===== src/rtl/rv32i_pkg.sv =====
// Shared RV32I decode definitions: opcode map, immediate formats and the ID/EX payload.
package rv32i_pkg;

   localparam int unsigned REG_W   = 32;
   localparam int unsigned RADDR_W = 5;
   localparam int unsigned NREGS   = 32;
   localparam int unsigned OPC_W   = 7;
   localparam int unsigned F3_W    = 3;
   localparam int unsigned F7_W    = 7;

   localparam logic [OPC_W-1:0] OP_R      = 7'b0110011;
   localparam logic [OPC_W-1:0] OP_IMM    = 7'b0010011;
   localparam logic [OPC_W-1:0] OP_LOAD   = 7'b0000011;
   localparam logic [OPC_W-1:0] OP_STORE  = 7'b0100011;
   localparam logic [OPC_W-1:0] OP_BRANCH = 7'b1100011;
   localparam logic [OPC_W-1:0] OP_JAL    = 7'b1101111;
   localparam logic [OPC_W-1:0] OP_JALR   = 7'b1100111;
   localparam logic [OPC_W-1:0] OP_LUI    = 7'b0110111;
   localparam logic [OPC_W-1:0] OP_AUIPC  = 7'b0010111;

   typedef enum logic [2:0] {
      IMM_R,
      IMM_I,
      IMM_S,
      IMM_B,
      IMM_U,
      IMM_J
   } imm_fmt_e;

   typedef struct packed {
      logic               valid;
      logic [REG_W-1:0]   pc;
      logic [F3_W-1:0]    func3;
      logic [F7_W-1:0]    func7;
      logic [REG_W-1:0]   imm;
      logic               is_r;
      logic               is_i;
      logic               is_load;
      logic               is_store;
      logic               is_branch;
      logic               is_jal;
      logic               is_jalr;
      logic               is_lui;
      logic               is_auipc;
      logic [REG_W-1:0]   rs1;
      logic [REG_W-1:0]   rs2;
      logic [RADDR_W-1:0] rs1_addr;
      logic [RADDR_W-1:0] rs2_addr;
      logic [RADDR_W-1:0] rd;
      logic               reg_write;
      logic               illegal;
   } id_ex_t;

   // Sign-extended immediate for the given format; bit 31 is always the sign.
   function automatic logic [REG_W-1:0] imm_gen(input logic [REG_W-1:0] instr,
                                                 input imm_fmt_e fmt);
      logic [REG_W-1:0] imm;
      case (fmt)
         IMM_I:   imm = {{20{instr[31]}}, instr[31:20]};
         IMM_S:   imm = {{20{instr[31]}}, instr[31:25], instr[11:7]};
         IMM_B:   imm = {{19{instr[31]}}, instr[31], instr[7], instr[30:25], instr[11:8], 1'b0};
         IMM_U:   imm = {instr[31:12], 12'b0};
         IMM_J:   imm = {{11{instr[31]}}, instr[31], instr[19:12], instr[20], instr[30:21], 1'b0};
         default: imm = '0;
      endcase
      return imm;
   endfunction

endpackage


===== src/rtl/regfile.sv =====
// 32x32 register file: one clocked write port, two write-through read ports, x0 reads 0.
module regfile
   import rv32i_pkg::*;
(
   input  logic               clk,
   input  logic               rst,
   input  logic               we,
   input  logic [RADDR_W-1:0] wa,
   input  logic [REG_W-1:0]   wd,
   input  logic [RADDR_W-1:0] ra1,
   input  logic [RADDR_W-1:0] ra2,
   output logic [REG_W-1:0]   rd1_c,
   output logic [REG_W-1:0]   rd2_c
);

   logic [REG_W-1:0] mem [NREGS];

   always_ff @(posedge clk or posedge rst) begin
      if (rst) begin
         for (int i = 0; i < int'(NREGS); i++) mem[i] <= '0;
      end else if (we && (wa != '0)) begin
         mem[wa] <= wd;
      end
   end

   // Same-cycle writeback is forwarded so decode never latches a stale operand.
   always_comb begin
      rd1_c = '0;
      rd2_c = '0;
      if (ra1 != '0) rd1_c = (we && (wa == ra1)) ? wd : mem[ra1];
      if (ra2 != '0) rd2_c = (we && (wa == ra2)) ? wd : mem[ra2];
   end

endmodule


===== src/rtl/id_stage.sv =====
// RV32I instruction-decode stage: decode, immediate generation, register file read
// and the ID/EX pipeline register with stall/flush control.
module id_stage
   import rv32i_pkg::*;
#(
   parameter int unsigned      XLEN     = 32,
   parameter logic [XLEN-1:0]  RESET_PC = '0
) (
   input  logic               clk,
   input  logic               rst,
   input  logic               id_valid,
   input  logic [XLEN-1:0]    id_pc,
   input  logic [XLEN-1:0]    id_instr,
   input  logic               stall,
   input  logic               flush,
   input  logic               wb_we,
   input  logic [RADDR_W-1:0] wb_rd,
   input  logic [XLEN-1:0]    wb_data,
   output logic               ex_valid,
   output logic [XLEN-1:0]    ex_pc,
   output logic [F3_W-1:0]    ex_func3,
   output logic [F7_W-1:0]    ex_func7,
   output logic [XLEN-1:0]    ex_imm,
   output logic               ex_is_Rtype,
   output logic               ex_is_Itype,
   output logic               ex_is_load,
   output logic               ex_is_store,
   output logic               ex_is_branch,
   output logic               ex_is_jal,
   output logic               ex_is_jalr,
   output logic               ex_is_lui,
   output logic               ex_is_auipc,
   output logic [XLEN-1:0]    ex_rs1,
   output logic [XLEN-1:0]    ex_rs2,
   output logic [RADDR_W-1:0] ex_rs1_addr,
   output logic [RADDR_W-1:0] ex_rs2_addr,
   output logic [RADDR_W-1:0] ex_rd,
   output logic               ex_reg_write,
   output logic               ex_illegal
);

   logic [REG_W-1:0] rs1_c;
   logic [REG_W-1:0] rs2_c;
   logic [OPC_W-1:0] opcode;
   logic [F3_W-1:0]  f3;
   imm_fmt_e         fmt;
   logic             writes_rd;
   id_ex_t           dec;
   id_ex_t           ex_d;
   id_ex_t           ex_q;

   assign opcode = id_instr[6:0];
   assign f3     = id_instr[14:12];

   regfile u_regfile (
      .clk   (clk),
      .rst   (rst),
      .we    (wb_we),
      .wa    (wb_rd),
      .wd    (wb_data),
      .ra1   (id_instr[19:15]),
      .ra2   (id_instr[24:20]),
      .rd1_c (rs1_c),
      .rd2_c (rs2_c)
   );

   // Instruction decode into the ID/EX payload.
   always_comb begin
      dec       = '0;
      fmt       = IMM_R;
      writes_rd = 1'b0;

      dec.valid    = 1'b1;
      dec.pc       = id_pc;
      dec.func3    = f3;
      dec.rs1_addr = id_instr[19:15];
      dec.rs2_addr = id_instr[24:20];
      dec.rd       = id_instr[11:7];
      dec.rs1      = rs1_c;
      dec.rs2      = rs2_c;

      case (opcode)
         OP_R: begin
            dec.is_r  = 1'b1;
            dec.func7 = id_instr[31:25];
            writes_rd = 1'b1;
         end
         OP_IMM: begin
            dec.is_i  = 1'b1;
            fmt       = IMM_I;
            writes_rd = 1'b1;
            if ((f3 == 3'b001) || (f3 == 3'b101)) dec.func7 = id_instr[31:25];
         end
         OP_LOAD: begin
            dec.is_load = 1'b1;
            fmt         = IMM_I;
            writes_rd   = 1'b1;
         end
         OP_STORE: begin
            dec.is_store = 1'b1;
            fmt          = IMM_S;
         end
         OP_BRANCH: begin
            dec.is_branch = 1'b1;
            fmt           = IMM_B;
         end
         OP_JAL: begin
            dec.is_jal = 1'b1;
            dec.func3  = '0;
            fmt        = IMM_J;
            writes_rd  = 1'b1;
         end
         OP_JALR: begin
            dec.is_jalr = 1'b1;
            fmt         = IMM_I;
            writes_rd   = 1'b1;
         end
         OP_LUI: begin
            dec.is_lui = 1'b1;
            dec.func3  = '0;
            fmt        = IMM_U;
            writes_rd  = 1'b1;
         end
         OP_AUIPC: begin
            dec.is_auipc = 1'b1;
            dec.func3    = '0;
            fmt          = IMM_U;
            writes_rd    = 1'b1;
         end
         default: begin
            dec.illegal = 1'b1;
            dec.func3   = '0;
         end
      endcase

      dec.imm       = imm_gen(id_instr, fmt);
      dec.reg_write = writes_rd && (dec.rd != '0);
   end

   // ID/EX next value: flush beats stall; a stalled operand still tracks writeback.
   always_comb begin
      ex_d = ex_q;
      if (flush) begin
         ex_d = '0;
      end else if (stall) begin
         if (wb_we && (wb_rd != '0) && (wb_rd == ex_q.rs1_addr)) ex_d.rs1 = wb_data;
         if (wb_we && (wb_rd != '0) && (wb_rd == ex_q.rs2_addr)) ex_d.rs2 = wb_data;
      end else if (id_valid) begin
         ex_d = dec;
      end else begin
         ex_d = '0;
      end
   end

   always_ff @(posedge clk or posedge rst) begin
      if (rst) begin
         ex_q    <= '0;
         ex_q.pc <= RESET_PC;
      end else begin
         ex_q <= ex_d;
      end
   end

   assign ex_valid     = ex_q.valid;
   assign ex_pc        = ex_q.pc;
   assign ex_func3     = ex_q.func3;
   assign ex_func7     = ex_q.func7;
   assign ex_imm       = ex_q.imm;
   assign ex_is_Rtype  = ex_q.is_r;
   assign ex_is_Itype  = ex_q.is_i;
   assign ex_is_load   = ex_q.is_load;
   assign ex_is_store  = ex_q.is_store;
   assign ex_is_branch = ex_q.is_branch;
   assign ex_is_jal    = ex_q.is_jal;
   assign ex_is_jalr   = ex_q.is_jalr;
   assign ex_is_lui    = ex_q.is_lui;
   assign ex_is_auipc  = ex_q.is_auipc;
   assign ex_rs1       = ex_q.rs1;
   assign ex_rs2       = ex_q.rs2;
   assign ex_rs1_addr  = ex_q.rs1_addr;
   assign ex_rs2_addr  = ex_q.rs2_addr;
   assign ex_rd        = ex_q.rd;
   assign ex_reg_write = ex_q.reg_write;
   assign ex_illegal   = ex_q.illegal;

endmodule

===== config.mk =====
export PLATFORM = sky130hd
export DESIGN_NAME = id_stage
export DESIGN_NICKNAME = d
export VERILOG_FILES = /design/src/rtl/rv32i_pkg.sv /design/src/rtl/regfile.sv /design/src/rtl/id_stage.sv
export SDC_FILE = /design/constraint.sdc
export NUM_CORES = 2
export LEC_CHECK = 0
export ABC_AREA = 1
export BUFFER_PORTS_ARGS = -buffer_cell sky130_fd_sc_hd__buf_2
export CAP_MARGIN = 0
export CORE_ASPECT_RATIO = 1.5
export CORE_MARGIN = 3
export CORE_UTILIZATION = 45
export CTS_CLUSTER_DIAMETER = 50
export CTS_CLUSTER_SIZE = 10
export DETAILED_ROUTE_END_ITERATION = 7
export PLACE_DENSITY = 0.67
export SYNTH_ARGS = -nofsm -noshare
export SYNTH_HDL_FRONTEND = slang
export SYNTH_SLANG_ARGS = --single-unit

===== constraint.sdc =====
create_clock -name clk -period 47.4 [get_ports clk]
set_input_delay 9.48 -clock clk [delete_from_list [all_inputs] [get_ports clk]]
set_output_delay 9.48 -clock clk [all_outputs]
set_load 0.005 [all_outputs]

After elaboration in Yosys (flattened, before gate mapping)

Index checks and enable logic that the tools add are counted.

Shift-type cells: 0
Multiplexer cells: 36
Divide/modulo/power cells: 0
Add/subtract/negate cells: 0
Reduce and logical (&&, ||, !) cells: 17
Eq/ne operators: 23
Bitwise gates (word level): 3
Order comparisons: 4
Multipliers: 0

Operator list:

| operator                                                 | number |
|---|---|
| bitwise mux 1024 bit                                     | 1 |
| two-way mux 32 bit                                       | 11 |
| two-way mux 165 bit                                      | 2 |
| binary-select mux 32 bit (select 5 bit)                  | 2 |
| demux 32 bit (select 5 bit)                              | 1 |
| case mux 32 bit (5 select lines)                         | 1 |
| two-way mux 84 bit                                       | 1 |
| two-way mux 64 bit                                       | 1 |
| equality test 7 x 6 -> 1 bit, second input constant      | 3 |
| equality test 7 bit, second input constant               | 3 |
| equality test 5 bit                                      | 4 |
| nonzero test 5 bit                                       | 4 |
| greater-or-equal comparator 6 bit, second input constant | 3 |
| inverter 5 -> 6 bit                                      | 3 |
| two-way mux 17 bit                                       | 1 |
| case mux 3 bit (5 select lines)                          | 1 |
| equality test 7 x 5 -> 1 bit, second input constant      | 2 |
| case mux 7 bit (2 select lines)                          | 1 |
| two-way mux 1 bit                                        | 11 |
| equality test 3 bit, second input constant               | 3 |
| OR reduction 9 bit                                       | 1 |
| equality test 7 x 2 -> 1 bit, second input constant      | 1 |
| logical AND 1 bit                                        | 7 |
| two-way mux 7 bit                                        | 1 |
| 11 further kinds                                         | 14 |

Output and inout bits: 165
Register bits after elaboration: 1189
Bits of input ports: 107
Memories kept: 0
Bits in latches: 0
Bits in writable memories: 0
Memory bits (read-only): 0

Depth between registers and ports, before layout

Depth after elaboration: 9
Mapped depth: 16
Gate-level depth less buffers: 13

By module

Synthesis repeated with hierarchy kept, for this count alone.

Cells, all modules: 9828
Area, all modules: 67404.6 um^2

By module, submodules not included:

| module   | area an instance (um^2) | times used | seq. area each (um^2) | cells each |
|---|---|---|---|---|
| regfile  | 59469.5                 | 1          | 25624.6               | 8845 |
| id_stage | 7935.1                  | 1          | 4129.0                | 983 |

Least setup slack after synthesis

Ideal clock, no wire load.

Path type: input -> register
Start: in id_instr[15]
End: reg ex_q, in the netlist ex_rs1[27]
Data arrival time: 10.777 ns
Required time: 47.284 ns
Slack: 36.506 ns
Cell stages on the path: 12
Library setup time: 0.116 ns
Cell sequence: inv_1 > buf_2 > buf_2 > buf_4 > nand4_1 > nand2_1 > clkbuf_1 > a21oi_1 > o21ai_0 > nand2_1 > nand2_1 > nand2_1

Word-level cells in the longest chain between the ends: 9
Elaborated cells on any way between the ends: 12
Classes of those cells: eq/ne (1); mux (8); bitwise (1); reduce/logical (2)

RTL lines:

| item                                                   | RTL line        | text |
|---|---|---|
| start: declaration                                     | id_stage.sv:13  | `input logic [XLEN-1:0] id_instr,` |
| inverter 5 -> 6 bit (implied by the code)              | regfile.sv:30   | `if (ra1 != '0) rd1_c = (we && (wa == ra1)) ? wd : mem[ra1];` |
| binary-select mux 32 bit (select 5 bit)                | regfile.sv:30   |  |
| two-way mux 32 bit (implied by the code) (2 in series) | regfile.sv:30   |  |
| two-way mux 32 bit                                     | regfile.sv:30   |  |
| two-way mux 32 bit *                                   | regfile.sv:30   |  |
| two-way mux 165 bit *                                  | id_stage.sv:148 | `end else if (id_valid) begin` |
| two-way mux 64 bit *                                   | id_stage.sv:145 | `end else if (stall) begin` |
| two-way mux 165 bit *                                  | id_stage.sv:143 | `if (flush) begin` |
| end: declaration                                       | id_stage.sv:50  | `id_ex_t ex_q;` |

Every way passes the cells marked *; elsewhere a longest branch is shown, timed or not. The select of a mux whose other input is x is not followed.
A chain may end at the register's enable or synchronous reset.

Worst setup path after layout

Start: in id_instr[15]
End: reg ex_q, in the netlist ex_rs1[14]

Same word-level chain as after synthesis.

==> impl_results.md <==
* Outcome: finished, violations left
* Failing checks: design-rule violations
* Die Footprint at 155000 um2
* Mean post-synth cell area at just under 7 um2
* WP data arrival at 14.03 ns
* Clk root buf: clkbuf_16
* Skew-Pair Late Insertion Delay at 0.78 ns
* Seq. cell area at 29800 um2
* Mapped Area at 67800 um2
* Layout fillers at about 15000
* Avg WL per Cell at 23.3 um
* Slowest cell on crit path: buf_4
* Most used cell, CP: nand2_1
* Cell breakdown of the critical path: buf_8, buf_4, buf_4, buf_4, nand2_1, nand3_1, nand3_1, nand2_1, nand2_1, nand2_1, o21ai_0, nand2_1, nand2_1, nand2_1, nand2_1
* Chip height at 481 um
* Starting DRT DRC Count at 9165
* Commonest cells in the netlist: nand2_1 (4013), nand3_1 (1489), dfrtp_1 (1189)
* Peak supply drop at 44.3 uV
* Dpl cells at 11600
* Grt ovf at 0
* H-Tree Depth at 4
* Clk sinks at around 1200
* # IOs at 272
* WL final at 275 mm
* Yosys warns at 0
* Area contributors post-synth: dfrtp_1 (44%), nand2_1 (22%), nand3_1 (11%)
* Area grow syn2layout at 7.90%
* Global placer's final weighted congestion at 0.912
* Total number of vias at 69500
* RSZ-0062 raised after global routing: no
* Number of global-route vias before repair at 66000
* Crit path launch type: input pin
* Internal at 1.95 mW
* Count of different cell masters after synthesis at 35
* Pwr Density at 39.7 nW/um2
* Global-route wire length before repair at 409 mm
* Dominant cell type by area after synthesis: dfrtp_1
* CTS tree: yes
* Critical Path RT at 48.07 ns
* Final hold violation count at 0
* Synth Flop Type: dfrtp_1
* CTS Hold Bufs at 0
* Multi-input logic area at 30700 um2
* Leakage power at 38.1 nW
* Mapped Cells at around 10000
* Crit path time final at 13.36 ns
* Layout Skew at around 0.026 ns
* Layout Utilization at 49.1%
* EDFF count, synth at 0
* Setup TNS at 0 ns
* Die width at 323 um
* Register area share after synthesis at 43.9%
* Worst-margin pin slew at 1.45 ns
* Drt drc at 1
* DPL Wire Length at 151 mm
* Clock share of power at 34.3%
* Pre-Repair DR Iteration Count at 8
* Max-cap violation count at 0
* Initial antenna violation count at 20
* Sw Ratio at between 30% and 40%
* Setup violators final at 0
* Core area at around 150000 um2
* Crit-path max FO at 106
* Rows at 173
* Num CTS Buffers at 141
* Largest net degree at the start of global routing at about 200
* Clock Tree Buf Depth at 3
* Final Non-Filler Cells at 11800
* Overall power at 2.90 mW
* Slew margin rel. at under 10%
* Final Max Slew Viols at 0
* Worst path max stage delay at 0.88 ns
* Flops & latches, synth at 1189
* Setup crit end kind: flip-flop
* IO Port Bufs at 271
* Share of cells above drive strength 1 at 6.46%
* Hold crit path type: flip-flop to flip-flop
* Synth top area share at 43.9%
* Async set-reset flop share out of synthesis at 100%
* Cts repair resizes at 0
* Setup CP Type: input pin to flip-flop
* Part of the power in registers at 44.2%
* Starting Density at a little under half
* Vias/cell at slightly below 6
* Comb pwr share at 21.5%
* Nets at 9920
* ANT nets after route at 0
* Most common cell in the synthesized netlist: nand2_1
* Fmax at 74.8 MHz
* Setup Fix Bufs, Post-CTS at 0
* Period utilization at about 28%
* Clock-pin slew on the worst setup and hold paths at 0.06 ns
* Switching Power at between 0.9 and 1 mW
* Syn_nets at 10200
* Total GRT Usage at 34.8%
placed cells by master (no fill, tap or decap), types with 49 or more instances in the layout:
master	synthesis	final
o21ai_0	1124	1124
nor2_1	109	102
clkbuf_16	0	147
buf_4	27	109
inv_1	1007	1000
a21oi_1	108	108
buf_2	341	265
dfrtp_1	1189	1189
o21ai_1	49	49
nand3_1	1489	1487
nand2_1	4013	4007
routing by layer:
metal	up-vias	track usage [%]	routed length [um]
met5	-	0	10
met2	4714	53.8	119000
li1	31000	-	-
met3	1225	9.22	34300
met1	32500	41.6	98000
met4	2	25.8	23500
sequential cells by signal (all words and copies together) (netlist names), 7 cells and up:
| register | count |
|---|---|
| ex_imm | 32 |
| ex_rs1 | 32 |
| ex_func7 | 7 |
| ex_rs2 | 32 |
| ex_pc | 32 |
| u_regfile.mem | 1024 |
critical path, delay by kind of cell:
| family | cells | cell delay [ns] |
|---|---|---|
| buffers and inverters | 4 | 3.14 |
| AOI/OAI and AO/OA | 1 | 0.09 |
| and+or+nand+nor | 10 | 1.04 |
cell type report:
class	count	share of cell area [%]
multi-input combinational	7044	41.9
timing repair buffer	385	3.18
sequential	1189	40.7
tap	1925	3.29
clock inverter	15	0.224
inverter	1052	5.47
antenna	19	0.0650
clock buffer	156	5.13
final timing paths:
kind	from	endpoint	slack [ns]	depth (start not counted)
max	id_instr[15]	ex_rs1[14]	34.04	15
min	u_regfile.mem[1012]	u_regfile.mem[1012]	0.37	0
max reg2reg	ex_rs1_addr[3]	ex_rs1[5]	44.62	9
min reg2reg	u_regfile.mem[1012]	u_regfile.mem[1012]	0.37	0
max in group asynchronous	rst	u_regfile.mem[332]	34.41	6
min in group asynchronous	rst	u_regfile.mem[509]	8.84	2
cell families (layout without fill, tap and decap cells):
group / Yosys count / after routing / share of synthesized area, %
AND/OR/NAND/NOR: 5669 / 5669 / 34.5
buffers and inverters: 1836 / 1608 / 11.0
AO/OA/AOI/OAI: 1365 / 1365 / 10.5
flip-flops: 1189 / 1189 / 43.9
XOR/XNOR: 10 / 10 / 0.129
other: 0 / 19 / 0
through the flow:
stage	setup slack [ns]	instance area, um2	hold WS, ns
floorplan	4.43	67800	0.429
global placement	33.47	69100	0.365
detailed placement	33.48	69100	0.366
CTS	34.31	73000	0.378
global route	33.82	73100	0.380
finish	34.04	73100	0.374
power groups by stage:
stage / sequential, mW / clock [mW] / combinational (mW)
3_5_place_dp: 1.29 / 0 / 0.609
5_1_grt: 1.30 / 1.04 / 0.711
4_1_cts: 1.28 / 1.00 / 0.612
2_1_floorplan: 1.28 / 0 / 0.455
3_3_place_gp: 1.29 / 0 / 0.594
6_report: 1.28 / 0.994 / 0.624
(Power assumes the default switching activity.)
